[config.mk]
export PLATFORM = sky130hd
export DESIGN_NAME = cdb_arbiter
export DESIGN_NICKNAME = d
export VERILOG_FILES = /design/src/rtl/cpu_pkg.sv /design/src/rtl/cdb_rr_select.sv /design/src/rtl/cdb_arbiter.sv
export SDC_FILE = /design/constraint.sdc
export NUM_CORES = 1
export LEC_CHECK = 0
export CAP_MARGIN = 10
export CORE_MARGIN = 3
export CORE_UTILIZATION = 53
export CTS_CLUSTER_DIAMETER = 120
export CTS_CLUSTER_SIZE = 10
export DETAILED_ROUTE_END_ITERATION = 6
export GPL_TIMING_DRIVEN = 0
export PLACE_DENSITY = 0.81
export SLEW_MARGIN = 10
export SYNTH_ARGS = -nofsm -noshare
export SYNTH_HDL_FRONTEND = slang
export SYNTH_SLANG_ARGS = --single-unit
[constraint.sdc]
create_clock -name clk -period 7.2 [get_ports clk]
set_input_delay 2.16 -clock clk [delete_from_list [all_inputs] [get_ports clk]]
set_output_delay 2.16 -clock clk [all_outputs]
set_load 0.02 [all_outputs]
[src/rtl/cpu_pkg.sv]
// Core-wide widths and the result packet carried on the common data bus.
// The FU, ROB, IQ and LSQ share these definitions.
package cpu_pkg;

    localparam int DATA_W = 32;
    localparam int TAG_W  = 6;
    localparam int IDX_W  = 6;

    typedef struct packed {
        logic [DATA_W-1:0] data;
        logic [TAG_W-1:0]  tag;
        logic [IDX_W-1:0]  rob_index;
    } cdb_pkt_t;

    // Index width for an n-entry pointer, never narrower than one bit.
    function automatic int ptr_w(input int n);
        return (n > 1) ? $clog2(n) : 1;
    endfunction

endpackage

[src/rtl/cdb_rr_select.sv]
// Round-robin multi-grant selector: grants the first NUM_LANES candidates from rr_ptr.
// Purely combinational so it can also serve as an issue-select picker.
module cdb_rr_select
    import cpu_pkg::*;
#(
    parameter int NUM_REQ   = 4,
    parameter int NUM_LANES = 3,
    parameter int PTR_W     = ptr_w(NUM_REQ)
) (
    input  logic [NUM_REQ-1:0]                cand,
    input  logic [PTR_W-1:0]                  rr_ptr,
    output logic [NUM_REQ-1:0]                grant,
    output logic [NUM_LANES-1:0]              lane_valid,
    output logic [NUM_LANES-1:0][PTR_W-1:0]   lane_idx,
    output logic [PTR_W-1:0]                  next_ptr
);

    always_comb begin
        int  n_grant;
        int  pos;
        logic spill;

        grant      = '0;
        lane_valid = '0;
        lane_idx   = '0;
        next_ptr   = rr_ptr;
        n_grant    = 0;
        pos        = 0;
        spill      = 1'b0;

        for (int k = 0; k < NUM_REQ; k++) begin
            pos = int'(rr_ptr) + k;
            if (pos >= NUM_REQ) pos = pos - NUM_REQ;
            for (int j = 0; j < NUM_REQ; j++) begin
                if (j == pos && cand[j]) begin
                    if (n_grant < NUM_LANES) begin
                        grant[j] = 1'b1;
                        for (int l = 0; l < NUM_LANES; l++) begin
                            if (l == n_grant) begin
                                lane_valid[l] = 1'b1;
                                lane_idx[l]   = PTR_W'(j);
                            end
                        end
                        n_grant = n_grant + 1;
                    end else if (!spill) begin
                        // First loser becomes top priority next cycle.
                        spill    = 1'b1;
                        next_ptr = PTR_W'(j);
                    end
                end
            end
        end
    end

endmodule

[src/rtl/cdb_arbiter.sv]
// CDB lane arbiter: accepts one result per producer, holds losers for one retry,
// and broadcasts up to NUM_LANES granted results on registered lanes.
module cdb_arbiter #(
    parameter int NUM_REQ   = 4,
    parameter int NUM_LANES = 3,
    parameter int DATA_W    = cpu_pkg::DATA_W,
    parameter int TAG_W     = cpu_pkg::TAG_W,
    parameter int IDX_W     = cpu_pkg::IDX_W
) (
    input  logic                               clk,
    input  logic                               rst,
    input  logic [NUM_REQ-1:0]                 req_valid,
    input  logic [NUM_REQ-1:0][DATA_W-1:0]     req_data,
    input  logic [NUM_REQ-1:0][TAG_W-1:0]      req_tag,
    input  logic [NUM_REQ-1:0][IDX_W-1:0]      req_rob_index,
    output logic [NUM_REQ-1:0]                 req_ready,
    output logic [NUM_LANES-1:0]               cdb_valid,
    output logic [NUM_LANES-1:0][DATA_W-1:0]   cdb_data,
    output logic [NUM_LANES-1:0][TAG_W-1:0]    cdb_tags,
    output logic [NUM_LANES-1:0][IDX_W-1:0]    cdb_rob_index
);

    localparam int PTR_W = cpu_pkg::ptr_w(NUM_REQ);

    typedef cpu_pkg::cdb_pkt_t pkt_t;

    logic [NUM_REQ-1:0]               hold_valid;
    pkt_t [NUM_REQ-1:0]               hold_pkt;
    logic [NUM_REQ-1:0]               accept;
    logic [NUM_REQ-1:0]               cand;
    logic [NUM_REQ-1:0]               grant;
    pkt_t [NUM_REQ-1:0]               in_pkt;
    pkt_t [NUM_REQ-1:0]               cand_pkt;
    logic [PTR_W-1:0]                 rr_ptr;
    logic [PTR_W-1:0]                 next_ptr;
    logic [NUM_LANES-1:0]             lane_valid;
    logic [NUM_LANES-1:0][PTR_W-1:0]  lane_idx;
    logic [NUM_LANES-1:0]             lane_valid_q;
    pkt_t [NUM_LANES-1:0]             lane_q;

    // Ready depends only on state, so producers never see a loop through valid.
    assign req_ready = ~hold_valid & {NUM_REQ{~rst}};
    assign accept    = req_valid & req_ready;
    assign cand      = hold_valid | accept;

    always_comb begin
        in_pkt   = '0;
        cand_pkt = '0;
        for (int i = 0; i < NUM_REQ; i++) begin
            in_pkt[i].data      = req_data[i];
            in_pkt[i].tag       = req_tag[i];
            in_pkt[i].rob_index = req_rob_index[i];
            cand_pkt[i]         = hold_valid[i] ? hold_pkt[i] : in_pkt[i];
        end
    end

    cdb_rr_select #(
        .NUM_REQ   (NUM_REQ),
        .NUM_LANES (NUM_LANES),
        .PTR_W     (PTR_W)
    ) u_select (
        .cand       (cand),
        .rr_ptr     (rr_ptr),
        .grant      (grant),
        .lane_valid (lane_valid),
        .lane_idx   (lane_idx),
        .next_ptr   (next_ptr)
    );

    always_ff @(posedge clk) begin
        if (rst) begin
            hold_valid   <= '0;
            hold_pkt     <= '0;
            rr_ptr       <= '0;
            lane_valid_q <= '0;
            lane_q       <= '0;
        end else begin
            rr_ptr       <= next_ptr;
            lane_valid_q <= lane_valid;
            for (int i = 0; i < NUM_REQ; i++) begin
                if (grant[i]) begin
                    hold_valid[i] <= 1'b0;
                end else if (accept[i]) begin
                    hold_valid[i] <= 1'b1;
                    hold_pkt[i]   <= in_pkt[i];
                end
            end
            for (int l = 0; l < NUM_LANES; l++) begin
                lane_q[l] <= lane_valid[l] ? cand_pkt[lane_idx[l]] : '0;
            end
        end
    end

    assign cdb_valid = lane_valid_q;

    for (genvar l = 0; l < NUM_LANES; l++) begin : g_lane
        assign cdb_data[l]      = lane_q[l].data;
        assign cdb_tags[l]      = lane_q[l].tag;
        assign cdb_rob_index[l] = lane_q[l].rob_index;
    end

endmodule

# After elaboration in Yosys (flattened, before gate mapping)
# Index checks and enable logic that the tools add are counted.
[totals]
latchBits = 0
wordCells = 466
ramBits = 0
out_inout_bits = 139
n_memories = 0
ff_bits = 317
input_bits = 182
romBits = 0
[classes]
eq_ne = 42
mux = 296
n_div = 0
n_addsub = 21
bitwise = 12
multipliers = 0
n_reduce_logical = 46
order_cmp = 22
n_shift = 0
[ops]
columns = ["cell", "n"]
rows = [
  ["$mux W32", 32],
  ["$eq A3 B32 Y1 const A", 22],
  ["$logic_not A32 Y1", 19],
  ["$eq A2 B32 Y1 const A", 18],
  ["$lt A32 B3 Y1 const B", 14],
  ["$add A32 B2 Y32 const B", 13],
  ["$mux W44", 7],
  ["$bmux W44 S2", 3],
  ["$mux W6", 30],
  ["$mux W2", 86],
  ["$mux W1", 108],
  ["$ge A32 B4 Y1 const B", 3],
  ["$sub A32 B4 Y32 const B", 3],
  ["$mux W3", 30],
  ["$logic_and A1 B1 Y1", 16],
  ["$reduce_or A2 Y1", 7],
  ["$lt A2 B3 Y1 const B", 3],
  ["$and A4 B4 Y4", 2],
  ["$not A1 Y1", 8],
  ["$reduce_and A2 Y1", 4],
  ["$add A2 B2 Y3 const B", 2],
  ["$not A4 Y4", 1],
  ["$or A4 B4 Y4", 1],
  ["$sub A2 B3 Y4 const B", 1],
  ["6 further kinds", 6],
]

# Longest topological paths before layout
[depth]
word_depth = 54
ltp_mapped = 22
mapped_depth_nobuf = 16

# Modules after synthesis
# A second synthesis with hierarchy kept.
[unflattened]
hier_cells = 1860
area_unflattened_um2 = 15509.9
[by_module_without_submodules]
columns = ["mod", "instances", "cells_each", "seq_area_each_um2", "area_each_um2"]
rows = [
  ["cdb_arbiter", 1, 1604, 6346.1, 13894.6],
  ["cdb_rr_select", 1, 256, 0.0, 1615.3],
]

# Worst setup path after synthesis
# Ideal clock, no wire load.
[synth_path]
path_type = "in2reg"
startpoint = "input rst"
endpoint = "register lane_q (netlist bit cdb_data[10])"
arrival_ns = 5.811
path_buffers = 6
slack_ns = 1.256
path_stages = 20
setup_time_ns = 0.134
t_required_ns = 7.066
cell_sequence = "buf_4 -> nor2b_1 -> o21ai_0 -> ha_1 -> buf_2 -> inv_1 -> a211oi_4 -> a22o_1 -> a22o_2 -> nand2_2 -> or3_1 -> buf_2 -> nor2_2 -> nand3_1 -> a32o_1 -> buf_2 -> buf_6 -> buf_4 -> mux2i_1 -> o22ai_1"
[synth_between]
elab_chain_cells = 54
elab_cells_between_ends = 188
cone_classes = "add/sub (14); order compare (15); mux (122); bitwise (5); reduce/logical (32)"
[synth_lines]
columns = ["element", "line", "rtl"]
rows = [
  ["from (decl)", "cdb_arbiter.sv:11", "input logic rst,"],
  ["parallel branches: the longest is 54 deep, another holds $add A32 B2 Y32", "n/a", ""],
  ["to (signal, indexed assignment)", "cdb_arbiter.sv:89", "lane_q[l] <= lane_valid[l] ? cand_pkt[lane_idx[l]] : '0;"],
  ["to (decl)", "cdb_arbiter.sv:39", "pkt_t [NUM_LANES-1:0] lane_q;"],
]
# Several ways; the timed one is not identified. The select of a mux whose other input is x is not followed.
# A chain may end at the register's enable or synchronous reset.

# Worst setup path in the final report
[layout_path]
startpoint = "input rst"
endpoint = "register lane_q (netlist bit cdb_data[29])"
# Same word-level chain as after synthesis.

==> results.sh <==
export IMPL_status="finished clean"
export IMPL_skew_ns=0.0261
export IMPL_postRouteAntennaNets=0
export IMPL_p_int_mw=3.28
export IMPL_fin_tns_setup_ns=0
export IMPL_mostFrequentLayoutCell="clkdlybuf4s50_1"
export IMPL_layout_nets=2625
export IMPL_wl_um=71900
export IMPL_clock_sinks=317
export IMPL_grt_ovfl_total=0
export IMPL_synthCells=2068
export IMPL_initial_core_util=0.544
export IMPL_worstPathRequired_ns=7.54
export IMPL_synth_ff_type="dfxtp_1"
export IMPL_die_area_um2=35000
export IMPL_core_um2=32000
export IMPL_slew_viol_final=0
export IMPL_grt_max_degree=11
export IMPL_irDropWorstVdd_uv=199
export IMPL_grt_usage=0.386
export IMPL_cts_made_buffers=37
export IMPL_layout_common_cells="clkdlybuf4s50_1, dfxtp_1, mux2i_1"
export IMPL_ys_ff_latch=317
export IMPL_nFillCells=2488
export IMPL_clockRootBuffer="clkbuf_16"
export IMPL_period_share=0.971
export IMPL_p_sw_mw=1.56
export IMPL_p_clk_frac=0.347
export IMPL_leakagePower_nw=8.93
export IMPL_syn_nets=2255
export IMPL_vias_per_cell=6.45
export IMPL_vias=18600
export IMPL_worstPathMaxFanout=10
export IMPL_max_freq_mhz=143
export IMPL_wl_per_cell_um=25.0
export IMPL_clock_latency_ns=0.54
export IMPL_pre_cts_slack_ns=-1.06
export IMPL_crit_type="primary input to register"
export IMPL_synthesis_area_um2=17400
export IMPL_htreeDepth=2
export IMPL_combPwrFrac=0.268
export IMPL_synth_distinct_cells=77
export IMPL_pin_count=321
export IMPL_path_clk_slew_ns=0.06
export IMPL_relSlewSlack=0.117
export IMPL_crit_path_end_kind="register"
export IMPL_yosysWarnings=0
export IMPL_drc=0
export IMPL_rows=65
export IMPL_synthArstFlopShare=0
export IMPL_hpwlAfterDp_um=52700
export IMPL_hold_violations=0
export IMPL_first_pass_iters=6
export IMPL_layout_drive_gt1_share=0.114
export IMPL_yosysSeqAreaShare=0.365
export IMPL_post_route_util=0.699
export IMPL_die_h_um=187
export IMPL_syn_avg_cell_area_um2=8.41
export IMPL_antenna_found_initial=7
export IMPL_hp_class="register to register"
export IMPL_cp_start_kind="primary input"
export IMPL_grt_pass1_vias=17800
export IMPL_powerDensity_nw_per_um2=216
export IMPL_swShare=0.322
export IMPL_area_delta_synth_final_pct=28.4
export IMPL_clk_path_buf_depth=3
export IMPL_maxCapViolations=0
export IMPL_fin_crit_ns=6.99
export IMPL_die_w_um=187
export IMPL_grt_pass1_wl_um=107000
export IMPL_dr_first_iter_drc_count=2637
export IMPL_synth_edf_count=0
export IMPL_port_buffers=320
export IMPL_tightestPinTransition_ns=1.32
export IMPL_setup_ws_ns=0.212
export IMPL_gp_congestion=0.951
export IMPL_cts_tree="yes"
export IMPL_power_share_sequential=0.385
export IMPL_setup_viol_count_final=0
export IMPL_arrival_ns=7.32
[logic make-up (layout without fill, tap and decap cells)]
family                   count (synthesis)  after routing  synth area share
flip-flops                             317            317             0.365
AO/OA/AOI/OAI                          577            577             0.197
multiplexers                           401            401             0.238
other                                    0              2                 0
adder cells (fa/ha/maj)                  5              5           0.00360
buffers and inverters                  272            644            0.0679
XOR/XNOR                                 5              5           0.00295
AND/OR/NAND/NOR                        491            491             0.127
[final timing paths]
check / depth (start not counted) / slack, ns / start / to
worst max-delay path: 20 / 0.21 / rst / cdb_data[29]$_SDFF_PP0_
worst min-delay path: 2 / 0.47 / hold_pkt[121]$_SDFFE_PP0P_ / hold_pkt[121]$_SDFFE_PP0P_
worst max register to register: 19 / 0.21 / hold_valid[1]$_SDFFE_PP0P_ / cdb_data[29]$_SDFF_PP0_
worst min register to register: 2 / 0.47 / hold_pkt[121]$_SDFFE_PP0P_ / hold_pkt[121]$_SDFFE_PP0P_
[sequential cells by signal (all words and copies together) (netlist names)]
signal and flops:
cdb_data 96, cdb_rob_index 18, cdb_tags 18, cdb_valid 3, hold_pkt 176, hold_valid 4, rr_ptr 2
[worst max-delay path: stages]
cell             delay, ns
clkdlybuf4s50_1       0.43
buf_4                 0.20
nand2b_4              0.17
nand2_1               0.16
nand2_1               0.14
ha_1                  0.30
buf_2                 0.22
inv_1                 0.17
a22o_1                0.26
a22o_1                0.26
a22oi_2               0.32
buf_2                 0.37
nor3_2                0.14
a221oi_1              0.47
a221oi_1              0.11
nor2_1                0.23
a21o_1                0.14
clkbuf_1              0.46
buf_2                 0.39
o22ai_1               0.21
[what timing repair did]
| item | in CTS | in global routing |
|---|---|---|
| endpoints found under the setup margin | 234 | 293 |
| cloned | 0 | 0 |
| hold buffers | 0 | 0 |
| endpoints found under the hold margin | 0 | 0 |
| pin swaps | 2 | 5 |
| setup buffers | 4 | 8 |
| resized for setup | 18 | 29 |
[layer usage]
| layer | up-vias | routed length, um | global-route usage |
|---|---|---|---|
| met5 | - | 69 | 0 |
| met4 | 10 | 3470 | 0.165 |
| met2 | 1441 | 31200 | 0.605 |
| met1 | 8750 | 28200 | 0.505 |
| met3 | 274 | 8980 | 0.102 |
| li1 | 8085 | - | - |
[synth_stat cells, drive strengths merged (6+ instances only)]
master | count | share of area
a21oi | 209 | 0.062
o21ai | 163 | 0.047
nand3 | 9 | 0.0026
a22oi | 6 | 0.0026
a211oi | 6 | 0.0033
nor3 | 16 | 0.0049
mux2 | 93 | 0.060
nand4 | 46 | 0.017
a31oi | 6 | 0.0025
buf | 81 | 0.027
nor2 | 223 | 0.049
dfxtp | 317 | 0.36
inv | 95 | 0.020
o22ai | 93 | 0.034
nand2 | 126 | 0.027
mux2i | 308 | 0.18
nand2b | 47 | 0.017
nor2b | 6 | 0.0023
clkbuf | 96 | 0.021
o211ai | 45 | 0.019
[power groups by stage]
stage	logic [mW]	registers, mW	clock network (mW)
CTS	1.25	1.86	1.67
global route	1.34	1.86	1.73
floorplan	0.617	1.98	0
detailed placement	1.23	1.90	0
finish	1.30	1.86	1.68
global placement	1.22	1.89	0
[area by class of cell]
cell class                      count  area, um2  area share
Clock buffer                       38        951      0.0425
Tap cell                          435        544      0.0244
Multi-Input combinational cell   1479       9960       0.446
Clock inverter                      3       43.8     0.00196
Timing Repair Buffer              332       3290       0.147
Inverter                           95        357      0.0160
Sequential cell                   317       6350       0.284
Antenna cell                        2       5.00    0.000224
Buffer                            176        848      0.0380
[per-stage QoR]
step	hold slack [ns]	power (mW)	instance area, um2	std cells
after detailed placement	0.466	3.13	21100	2823
after global placement	0.456	3.12	21100	2823
after global routing	0.496	4.94	22300	2877
final	0.474	4.84	22300	2877
after floorplan	0.450	2.60	17400	2068
after CTS	0.473	4.77	22200	2867
Note: power is estimated with default switching activity, not from simulation.
